[src/rtl/ckbuf_div_pkg.sv]
// -----------------------------------------------------------------------------
// ckbuf_div_pkg
// Shared types and helpers for the ckbuf divided-clock core.
//   ckbuf_div_state_e : per-channel run state (IDLE, RUN, STOPPING)
//   CH_IDX_W()        : channel-index width, clog2 with a floor of 1
//   DIV_W_DEFAULT     : default width of the half-period count
// -----------------------------------------------------------------------------
package ckbuf_div_pkg;

    localparam int DIV_W_DEFAULT = 8;

    typedef enum logic [1:0] {
        IDLE     = 2'd0,
        RUN      = 2'd1,
        STOPPING = 2'd2
    } ckbuf_div_state_e;

    // A single-channel build still needs a 1-bit channel select port.
    function automatic int CH_IDX_W(input int n);
        return (n <= 1) ? 1 : $clog2(n);
    endfunction

endpackage

[src/rtl/ckbuf_div_chan.sv]
// -----------------------------------------------------------------------------
// ckbuf_div_chan
// One divided-clock channel: run FSM, half-period counter, live and shadow
// divide ratios, and the pending-update flag.
// Optional build macro: CKBUF_DIV_PULSE_EN adds the pulse output.
// Ports:
//   clk, reset_n : source clock, asynchronous active-low reset
//   en           : run request (level)
//   wr_en        : accepted config write targeting this channel
//   wr_div       : new half-period count minus one
//   out          : divided clock, registered
//   active       : channel in RUN or STOPPING
//   pending      : shadow ratio not yet applied
//   pulse        : (CKBUF_DIV_PULSE_EN) one-cycle strobe with each out rise
// -----------------------------------------------------------------------------
module ckbuf_div_chan
    import ckbuf_div_pkg::*;
#(
    parameter int               DIV_W     = DIV_W_DEFAULT,
    parameter logic [DIV_W-1:0] RESET_DIV = '0
) (
    input  logic             clk,
    input  logic             reset_n,
    input  logic             en,
    input  logic             wr_en,
    input  logic [DIV_W-1:0] wr_div,
    output logic             out,
`ifdef CKBUF_DIV_PULSE_EN
    output logic             pulse,
`endif
    output logic             active,
    output logic             pending
);

    ckbuf_div_state_e state_q, state_d;
    logic [DIV_W-1:0] cnt_q, cnt_d;
    logic [DIV_W-1:0] div_cur_q, div_cur_d;
    logic [DIV_W-1:0] div_shadow_q, div_shadow_d;
    logic             pend_q, pend_d;
    logic             out_q, out_d;
    logic             active_q, active_d;
    logic             pulse_q, pulse_d;
    logic             terminal;

    // NOTE: every _d gets a default at the top of the block so no path leaves
    // it unassigned; a missed branch would otherwise infer a latch.
    always_comb begin
        state_d      = state_q;
        cnt_d        = cnt_q;
        div_cur_d    = div_cur_q;
        div_shadow_d = div_shadow_q;
        pend_d       = pend_q;
        out_d        = out_q;
        pulse_d      = 1'b0;
        terminal     = (cnt_q == div_cur_q);

        // A write is only ever accepted while pend_q is clear, so it can never
        // collide with the shadow being consumed below in the same cycle.
        if (wr_en) begin
            div_shadow_d = wr_div;
            pend_d       = 1'b1;
        end

        unique case (state_q)
            IDLE: begin
                cnt_d = '0;
                out_d = 1'b0;
                if (pend_q) begin
                    div_cur_d = div_shadow_q;
                    pend_d    = 1'b0;
                end
                if (en) begin
                    state_d = RUN;
                end
            end

            RUN, STOPPING: begin
                if (!en && !out_q) begin
                    // Low phase can be abandoned without shortening any pulse.
                    state_d = IDLE;
                    cnt_d   = '0;
                end else begin
                    if (terminal) begin
                        cnt_d = '0;
                        out_d = !out_q;
                        if (out_q) begin
                            // Falling edge is the period boundary: ratio swap point.
                            if (pend_q) begin
                                div_cur_d = div_shadow_q;
                                pend_d    = 1'b0;
                            end
                        end else begin
                            // Rising toggle only reachable in RUN with en high.
                            pulse_d = 1'b1;
                        end
                    end else begin
                        cnt_d = cnt_q + 1'b1;
                    end

                    // Re-assert while stopping resumes with the counter untouched.
                    if (en) begin
                        state_d = RUN;
                    end else if (terminal) begin
                        state_d = IDLE;
                    end else begin
                        state_d = STOPPING;
                    end
                end
            end

            default: begin
                state_d = IDLE;
                cnt_d   = '0;
                out_d   = 1'b0;
            end
        endcase

        active_d = (state_d != IDLE);
    end

    // NOTE: sequential state uses non-blocking assignments so every flop
    // samples the pre-edge values regardless of statement order.
    always_ff @(posedge clk or negedge reset_n) begin
        if (!reset_n) begin
            state_q      <= IDLE;
            cnt_q        <= '0;
            div_cur_q    <= RESET_DIV;
            div_shadow_q <= RESET_DIV;
            pend_q       <= 1'b0;
            out_q        <= 1'b0;
            active_q     <= 1'b0;
            pulse_q      <= 1'b0;
        end else begin
            state_q      <= state_d;
            cnt_q        <= cnt_d;
            div_cur_q    <= div_cur_d;
            div_shadow_q <= div_shadow_d;
            pend_q       <= pend_d;
            out_q        <= out_d;
            active_q     <= active_d;
            pulse_q      <= pulse_d;
        end
    end

    assign out     = out_q;
    assign active  = active_q;
    assign pending = pend_q;

`ifdef CKBUF_DIV_PULSE_EN
    assign pulse = pulse_q;
`else
    logic unused_pulse;
    assign unused_pulse = pulse_q;
`endif

endmodule

[src/rtl/ckbuf_div_core.sv]
// -----------------------------------------------------------------------------
// ckbuf_div_core
// NUM_CH independent divided-clock channels from one fabric clock, each with a
// runtime-programmable even divide ratio, glitch-free stop and period-aligned
// ratio updates. This level holds config decode, ready mux and output buses.
// Optional build macro: CKBUF_DIV_PULSE_EN adds ck_pulse.
// Ports:
//   clk, reset_n    : source clock, asynchronous active-low reset
//   ch_en           : per-channel run request (level)
//   cfg_valid/ready : config handshake; ready reflects the addressed channel
//   cfg_ch, cfg_div : target channel and new half-period count minus one
//   ckbuf_core_out  : divided clocks, registered, 50% duty
//   ck_pulse        : (CKBUF_DIV_PULSE_EN) strobe with each rising toggle
//   ch_active       : channel running (including STOPPING)
//   upd_pending     : shadow ratio not yet applied
// -----------------------------------------------------------------------------
module ckbuf_div_core
    import ckbuf_div_pkg::*;
#(
    parameter  int NUM_CH    = 4,
    parameter  int DIV_W     = DIV_W_DEFAULT,
    parameter  int RESET_DIV = 0,
    localparam int CH_W      = CH_IDX_W(NUM_CH)
) (
    input  logic              clk,
    input  logic              reset_n,
    input  logic [NUM_CH-1:0] ch_en,
    input  logic              cfg_valid,
    output logic              cfg_ready,
    input  logic [CH_W-1:0]   cfg_ch,
    input  logic [DIV_W-1:0]  cfg_div,
    output logic [NUM_CH-1:0] ckbuf_core_out,
`ifdef CKBUF_DIV_PULSE_EN
    output logic [NUM_CH-1:0] ck_pulse,
`endif
    output logic [NUM_CH-1:0] ch_active,
    output logic [NUM_CH-1:0] upd_pending
);

    // The map covers every encodable cfg_ch; unimplemented channels read as
    // ready so writes to them complete and are dropped.
    localparam int CH_SPAN = 1 << CH_W;

    logic [CH_SPAN-1:0] ready_map;
    logic [NUM_CH-1:0]  wr_en;
    logic               cfg_fire;

    always_comb begin
        ready_map = '1;
        for (int i = 0; i < NUM_CH; i++) begin
            ready_map[i] = ~upd_pending[i];
        end
    end

    assign cfg_ready = ready_map[cfg_ch];
    assign cfg_fire  = cfg_valid && cfg_ready;

    always_comb begin
        wr_en = '0;
        for (int i = 0; i < NUM_CH; i++) begin
            wr_en[i] = cfg_fire && (cfg_ch == CH_W'(i));
        end
    end

    for (genvar g = 0; g < NUM_CH; g++) begin : g_ch
        ckbuf_div_chan #(
            .DIV_W     (DIV_W),
            .RESET_DIV (DIV_W'(RESET_DIV))
        ) u_chan (
            .clk     (clk),
            .reset_n (reset_n),
            .en      (ch_en[g]),
            .wr_en   (wr_en[g]),
            .wr_div  (cfg_div),
            .out     (ckbuf_core_out[g]),
`ifdef CKBUF_DIV_PULSE_EN
            .pulse   (ck_pulse[g]),
`endif
            .active  (ch_active[g]),
            .pending (upd_pending[g])
        );
    end

endmodule

[config.mk]
export PLATFORM = sky130hd
export DESIGN_NAME = ckbuf_div_core
export DESIGN_NICKNAME = d
export VERILOG_FILES = /design/src/rtl/ckbuf_div_pkg.sv /design/src/rtl/ckbuf_div_chan.sv /design/src/rtl/ckbuf_div_core.sv
export SDC_FILE = /design/constraint.sdc
export NUM_CORES = 1
export LEC_CHECK = 0
export ABC_AREA = 1
export CAP_MARGIN = 20
export CORE_ASPECT_RATIO = 1.4
export CORE_MARGIN = 3
export CORE_UTILIZATION = 55
export DETAILED_ROUTE_END_ITERATION = 7
export GPL_ROUTABILITY_DRIVEN = 0
export PLACE_DENSITY = 0.74
export SYNTH_ARGS = -nofsm -noshare
export SYNTH_HDL_FRONTEND = slang
export SYNTH_SLANG_ARGS = --single-unit
[constraint.sdc]
create_clock -name clk -period 1.95 [get_ports clk]
set_clock_uncertainty 0.1 [all_clocks]
set_input_delay 0.39 -clock clk [delete_from_list [all_inputs] [get_ports clk]]
set_output_delay 0.39 -clock clk [all_outputs]
set_load 0.01 [all_outputs]
## Word-level counts from Yosys, hierarchy flattened

Index checks and enable logic that the tools add are counted.

- Bits in registers: 116
- Latch bits: 0
- RAM bits: 0
- ROM bits: 0
- Memories: 0

- Add/sub/neg operators: 4
- Multipliers: 0
- Divide/modulo/power cells: 0
- Order comparisons: 1
- Equal/unequal tests: 27
- Shifts and indexed selects: 0
- Muxes and demuxes: 90
- Bitwise operators: 4
- Reductions and logical operators: 42

Operator list:

| operator | count |
|---|---|
| $mux W8 | 28 |
| $pmux W8 S2 | 4 |
| $mux W1 | 33 |
| $add A8 B1 Y8 const B | 4 |
| $eq A8 B8 Y1 | 4 |
| $mux W2 | 16 |
| $ne A2 B1 Y1 const B | 8 |
| $pmux W2 S2 | 4 |
| $reduce_and A4 Y1 | 4 |
| $reduce_bool A2 Y1 | 8 |
| $eq A2 B2 Y1 const B | 6 |
| $eq A2 B1 Y1 const B | 5 |
| $logic_not A2 Y1 | 5 |
| $logic_and A1 B1 Y1 | 9 |
| $logic_not A1 Y1 | 8 |
| $ne A2 B2 Y1 const B | 4 |
| $pmux W1 S2 | 4 |
| $reduce_and A2 Y1 | 4 |
| $reduce_or A2 Y1 | 4 |
| $not A1 Y1 | 4 |
| $lt A2 B3 Y1 const B | 1 |
| $bmux W1 S2 | 1 |

## Longest topological paths before layout

- Word-level depth: 11
- Gate-level depth with buffers: 10

## Cells and area by module

Synthesis repeated with hierarchy kept, for this count alone.

- Cells, all modules: 659
- Area total of the unflattened synthesis: 5,761.8 µm²

Modules (own cells, without submodules):

| module | instances | cells an instance | area each (µm²) | seq. area each (µm²) |
|---|---|---|---|---|
| ckbuf_div_chan at g_ch[0].u_chan ... | 2 | 159 | 1,417.6 | 725.7 |
| ckbuf_div_chan at g_ch[2].u_chan ... | 2 | 160 | 1,412.6 | 725.7 |
| ckbuf_div_core | 1 | 21 | 101.3 | 0.0 |

## Least setup slack after synthesis

No wires, ideal clock.

- Path kind: register to register
- From: register g_ch[1].u_chan.state_q[0]
- To: register g_ch[1].u_chan.div_cur_q[0]
- Arrival: 1,492 ps
- Data required time: 1,732 ps
- Path slack: 240 ps
- Stages on the path, launching flop included: 8
- Buffers on the path: 0
- Period minus slack after synthesis: 1,710 ps
- Cells stage by stage: dfrtp_1 > inv_1 > ha_1 > nor2_1 > nor3_2 > nand3_2 > nand2_1 > nand2_1

- Longest elaborated chain between the ends: 4
- Elaborated cells between the ends (all ways): 10
- Those cells by class: eq/ne: 5; mux: 1; reduce/logical: 4

Ends and longest elaborated chain:

| what | RTL line | source |
|---|---|---|
| from (decl) | ckbuf_div_chan.sv:35 | `ckbuf_div_state_e state_q, state_d;` |
| from (signal assigned) | ckbuf_div_chan.sv:134 | `state_q <= state_d;` |
| $eq A2 B1 Y1 / $eq A2 B2 Y1 (equally long branches) | ckbuf_div_chan.sv:64 | `unique case (state_q)` |
| $reduce_or A2 Y1 | ckbuf_div_chan.sv:64 |  |
| $ne A2 B1 Y1 (no line) (tied with other cells) | -- |  |
| $reduce_and A4 Y1 (no line) | -- |  |
| to (signal assigned) | ckbuf_div_chan.sv:136 | `div_cur_q <= div_cur_d;` |
| to (decl) | ckbuf_div_chan.sv:37 | `logic [DIV_W-1:0] div_cur_q, div_cur_d;` |

Several ways; a longest one is shown, not always the timed one.
A chain may end at the register's enable or synchronous reset.

## Worst setup path in the final report

- From: register g_ch[0].u_chan.pend_q
- To: output cfg_ready

- Longest elaborated chain between the ends: 3

Ends and longest elaborated chain:

| what | RTL line | source |
|---|---|---|
| from (decl) | ckbuf_div_chan.sv:39 | `logic pend_q, pend_d;` |
| from (signal assigned) | ckbuf_div_chan.sv:138 | `pend_q <= pend_d;` |
| $not A1 Y1 | ckbuf_div_core.sv:51 | `ready_map[i] = ~upd_pending[i];` |
| $bmux W1 S2 | ckbuf_div_core.sv:55 | `assign cfg_ready = ready_map[cfg_ch];` |
| $mux W1 (not written as such) | ckbuf_div_core.sv:55 |  |
| to (decl) | ckbuf_div_core.sv:29 | `output logic cfg_ready,` |

Every way passes these cells. The select of a mux whose other input is x is not followed.

==> out/results.txt <==
status = finished clean
final instance area = 0.00688 mm2
Remaining DRCs = 0
Max Slew Vio Count = 0
die height = 128 um
Crit Path Class = reg2out
Diodes inserted = 0
Post-Syn Area = 0.00583 mm2
final worst path period need = 1.87 ns
max_cap viols = 0
die width = 93.0 um
Iter 0 DRT Violations = 156
clk buf depth = 2
complex-gate fraction of the synthesized area = 4.98%
clk slew on worst S/H paths = 0.05 ns
I/O pin count = 30
DR vias/cell = 5.12
Leak = 3.47 nW
Worst Max-Slew Pin Slew = 0.404 ns
clock sinks = 116
final setup vio count = 0
total power = 10.4 mW
CTS H-Tree Depth = 4
area occupied by multi-input gates = 0.00240 mm2
nets = 791
switching share of power = 36.6%
Worst Path Arrival = 1.38 ns
crit path max fanout = 4
sequential share of the synthesized area = 49.8%
WP data required = 1.46 ns
GRT overflow = 0
design internal power = 6.58 mW
Clock Root Buffer = clkbuf_16
Worst setup SP type = flip-flop
Cell variety after synth = 31
dpl hpwl = 8.59 mm
total number of vias = 4646
main combinational cell family by area after synthesis = simple AND/OR/NAND/NOR gates
total core area = 0.0101 mm2
Comb power frac = 35.8%
Mapped Nets = 745
number of global-route vias before repair = 4745
setup_tns = 0 ns
M2 GR Usage = 39.9%
Max Clk Rate = 536 MHz
CTS tree = yes
share of power burned in registers = 35.8%
grt peak-use layer = met2
drt first pass iters = 5
RSZ-0062 raised after global routing = no
Gate Count Post-Synth = 716
startpoint of the worst-slack reg-to-reg timing path = g_ch[1].u_chan.state_q[0]
first-pass GRT wire length = 21.2 mm
Worst Setup Slack, final = 0.0841 ns
adder-cell share of the synthesized area = 2.58%
xor/xnor cell area share of the yosys netlist = 3.61%
Area growth, synth to finish = 18.1%
syn_area_per_cell = 8.14 um2
fill count = 846
CTS Buf Count = 17
Clock power frac = 28.4%
M3 GR Usage = 5.64%
headroom to the max-slew limit = 73.0%
Final ANT Viol Nets = 0
PwrDens = 1510 mW/mm2
die area = 0.0119 mm2
share of cells above drive strength 1 = 9.83%
clk_lat worst skew = 0.41 ns
FF/Latch Area = 0.00290 mm2
hold slack = 0.270 ns
Hold WC Path Type = in2async
Final period util = 95.7%
Hold Vio Cnt, Final = 0
Post-Synth Simple-Gate Area = 29.7%
post-synthesis register bit count = 116
worst slack at placement = -0.448 ns
initial core utilization = 57.6%
initial antenna violation count = 0
Crit. End Element = primary output
row count = 43
M1 GR Usage = 26.1%
net switching power = 3.80 mW
r2r worst-path depth = 6
mux cell area share after synthesis = 0%
Critical R2R Capture = g_ch[1].u_chan.div_cur_q[4]
Routed Wire Length = 12.1 mm
pin count of the biggest net entering global routing = 57
GRT Util Overall = 22.4%
Yosys warnings = 0
worst reg2reg setup slack = 0.19 ns
dpl cell area = 0.00629 mm2
I/O Buffers = 29
post-DR wirelength/cell = 13.3 um
VDD IR max = 1020 uV
-- layout make-up --
class                           count  area share [%]
Timing Repair Buffer               50            6.82
Tap cell                          135            2.45
Sequential cell                   116            42.2
Multi-Input combinational cell    475            34.9
Clock inverter                      5            1.09
Clock buffer                       25            7.05
Inverter                          102            5.56
-- stage by stage --
stage	util, %	std cells
after CTS	68.0	908
after floorplan	-	716
after detailed placement	62.2	876
after global placement	62.2	876
final	68.1	908
after global routing	68.1	908
-- cell usage after synthesis --
library cell | number | area [um2]
nand2_1 | 249 | 935
dfrtp_1 | 116 | 2900
inv_1 | 99 | 372
nor2_1 | 58 | 218
nand4_1 | 36 | 225
o21ai_1 | 24 | 120
nand3_1 | 16 | 80.1
o21ai_0 | 16 | 80.1
xnor2_1 | 16 | 140
buf_4 | 12 | 90.1
ha_1 | 12 | 150
buf_2 | 8 | 40.0
xor2_1 | 8 | 70.1
nor3_1 | 6 | 30.0
nand3_2 | 4 | 40.0
nor3_2 | 4 | 40.0
or2_1 | 4 | 25.0
a211oi_1 | 3 | 22.5
a22oi_2 | 3 | 37.5
buf_6 | 3 | 33.8
inv_2 | 3 | 11.3
nand3_4 | 3 | 52.6
nor3b_1 | 3 | 22.5
nor2_2 | 2 | 12.5
o21ai_2 | 2 | 17.5
a21oi_1 | 1 | 5.00
nand2_2 | 1 | 6.26
nand2_4 | 1 | 11.3
nor2_4 | 1 | 11.3
nor2_8 | 1 | 20.0
o21a_1 | 1 | 7.51
-- power by group through the flow --
| stage | logic, mW | registers (mW) | clock network, mW |
|---|---|---|---|
| 3_5_place_dp | 3.66 | 3.73 | 0 |
| 6_report | 3.72 | 3.72 | 2.95 |
| 3_3_place_gp | 3.51 | 3.70 | 0 |
| 4_1_cts | 3.75 | 3.71 | 2.99 |
| 5_1_grt | 4.26 | 3.80 | 3.10 |
| 2_1_floorplan | 2.80 | 3.57 | 0 |
-- logic make-up (layout without fill, tap and decap cells) --
kind of cell               count (synthesis)  after routing
buffers and inverters                    125            182
AOI/OAI and AO/OA                         50             50
DFF                                      116            116
xor gates and xnor gates                  24             24
adders and majority gates                 12             12
and+or+nand+nor                          389            389
-- state kept, by name, indices dropped and copies added, names as in the netlist --
register / cells
g_ch.u_chan.cnt_q: 32
g_ch.u_chan.state_q: 8
g_ch.u_chan.active: 4
g_ch.u_chan.pending: 4
g_ch.u_chan.div_cur_q: 32
g_ch.u_chan.div_shadow_q: 32
g_ch.u_chan.out: 4
-- worst max-delay path by stage --
stage,end,cells after the start,from,slack [ns]
after floorplan,g_ch[1].u_chan.div_cur_q[0],7,g_ch[1].u_chan.state_q[0],0.24
after global placement,cfg_ready,6,cfg_ch[1],-0.36
after detailed placement,cfg_ready,6,cfg_ch[1],-0.45
after CTS,cfg_ready,6,cfg_ch[1],0.01
after global routing,cfg_ready,4,g_ch[0].u_chan.pending,0.02
final,cfg_ready,4,g_ch[0].u_chan.pending,0.08
-- what timing repair did --
item                                    CTS  global route
endpoints found under the setup margin    2             1
pin swaps                                 0             2
gates resized for setup                   8             4
hold buffers                              1             0
buffers inserted                          1             0
hold endpoints to repair                 44             0
-- metal layers --
layer | up-vias | wire length (um)
li1 | 2317 | -
met5 | - | 0
met2 | 92 | 6480
met3 | 20 | 428
met1 | 2217 | 4930
met4 | 0 | 231
-- cells in the final DEF (no fill, tap or decap), types with 2 or more instances in the layout --
cell               n
xor2_1             8
dlygate4sd2_1      3
buf_4             19
nor3_1             6
o21ai_4            2
nand3_1           16
clkinv_2           3
inv_1             96
buf_12             2
a211oi_1           3
nand4_1           36
bufinv_16          2
nor2_1            58
nor2_2             2
o21ai_0           16
nand3_4            3
nand3_2            4
clkdlybuf4s50_1   24
inv_2              6
nand2_1          247
a22oi_2            3
clkbuf_1           5
nor3b_1            3
or2_1              4
dfrtp_1          116
nor3_2             4
nand2_2            3
xnor2_1           16
clkbuf_8           3
o21ai_1           24
clkbuf_16         17
ha_1              12
-- critical path, stage by stage (launching register included) --
cell,delay [ns]
dfrtp_1,0.41
nand2_1,0.13
o21ai_4,0.09
nor2_8,0.10
clkdlybuf4s15_1,0.24
No activity file was read; power rests on OpenSTA's default activity.
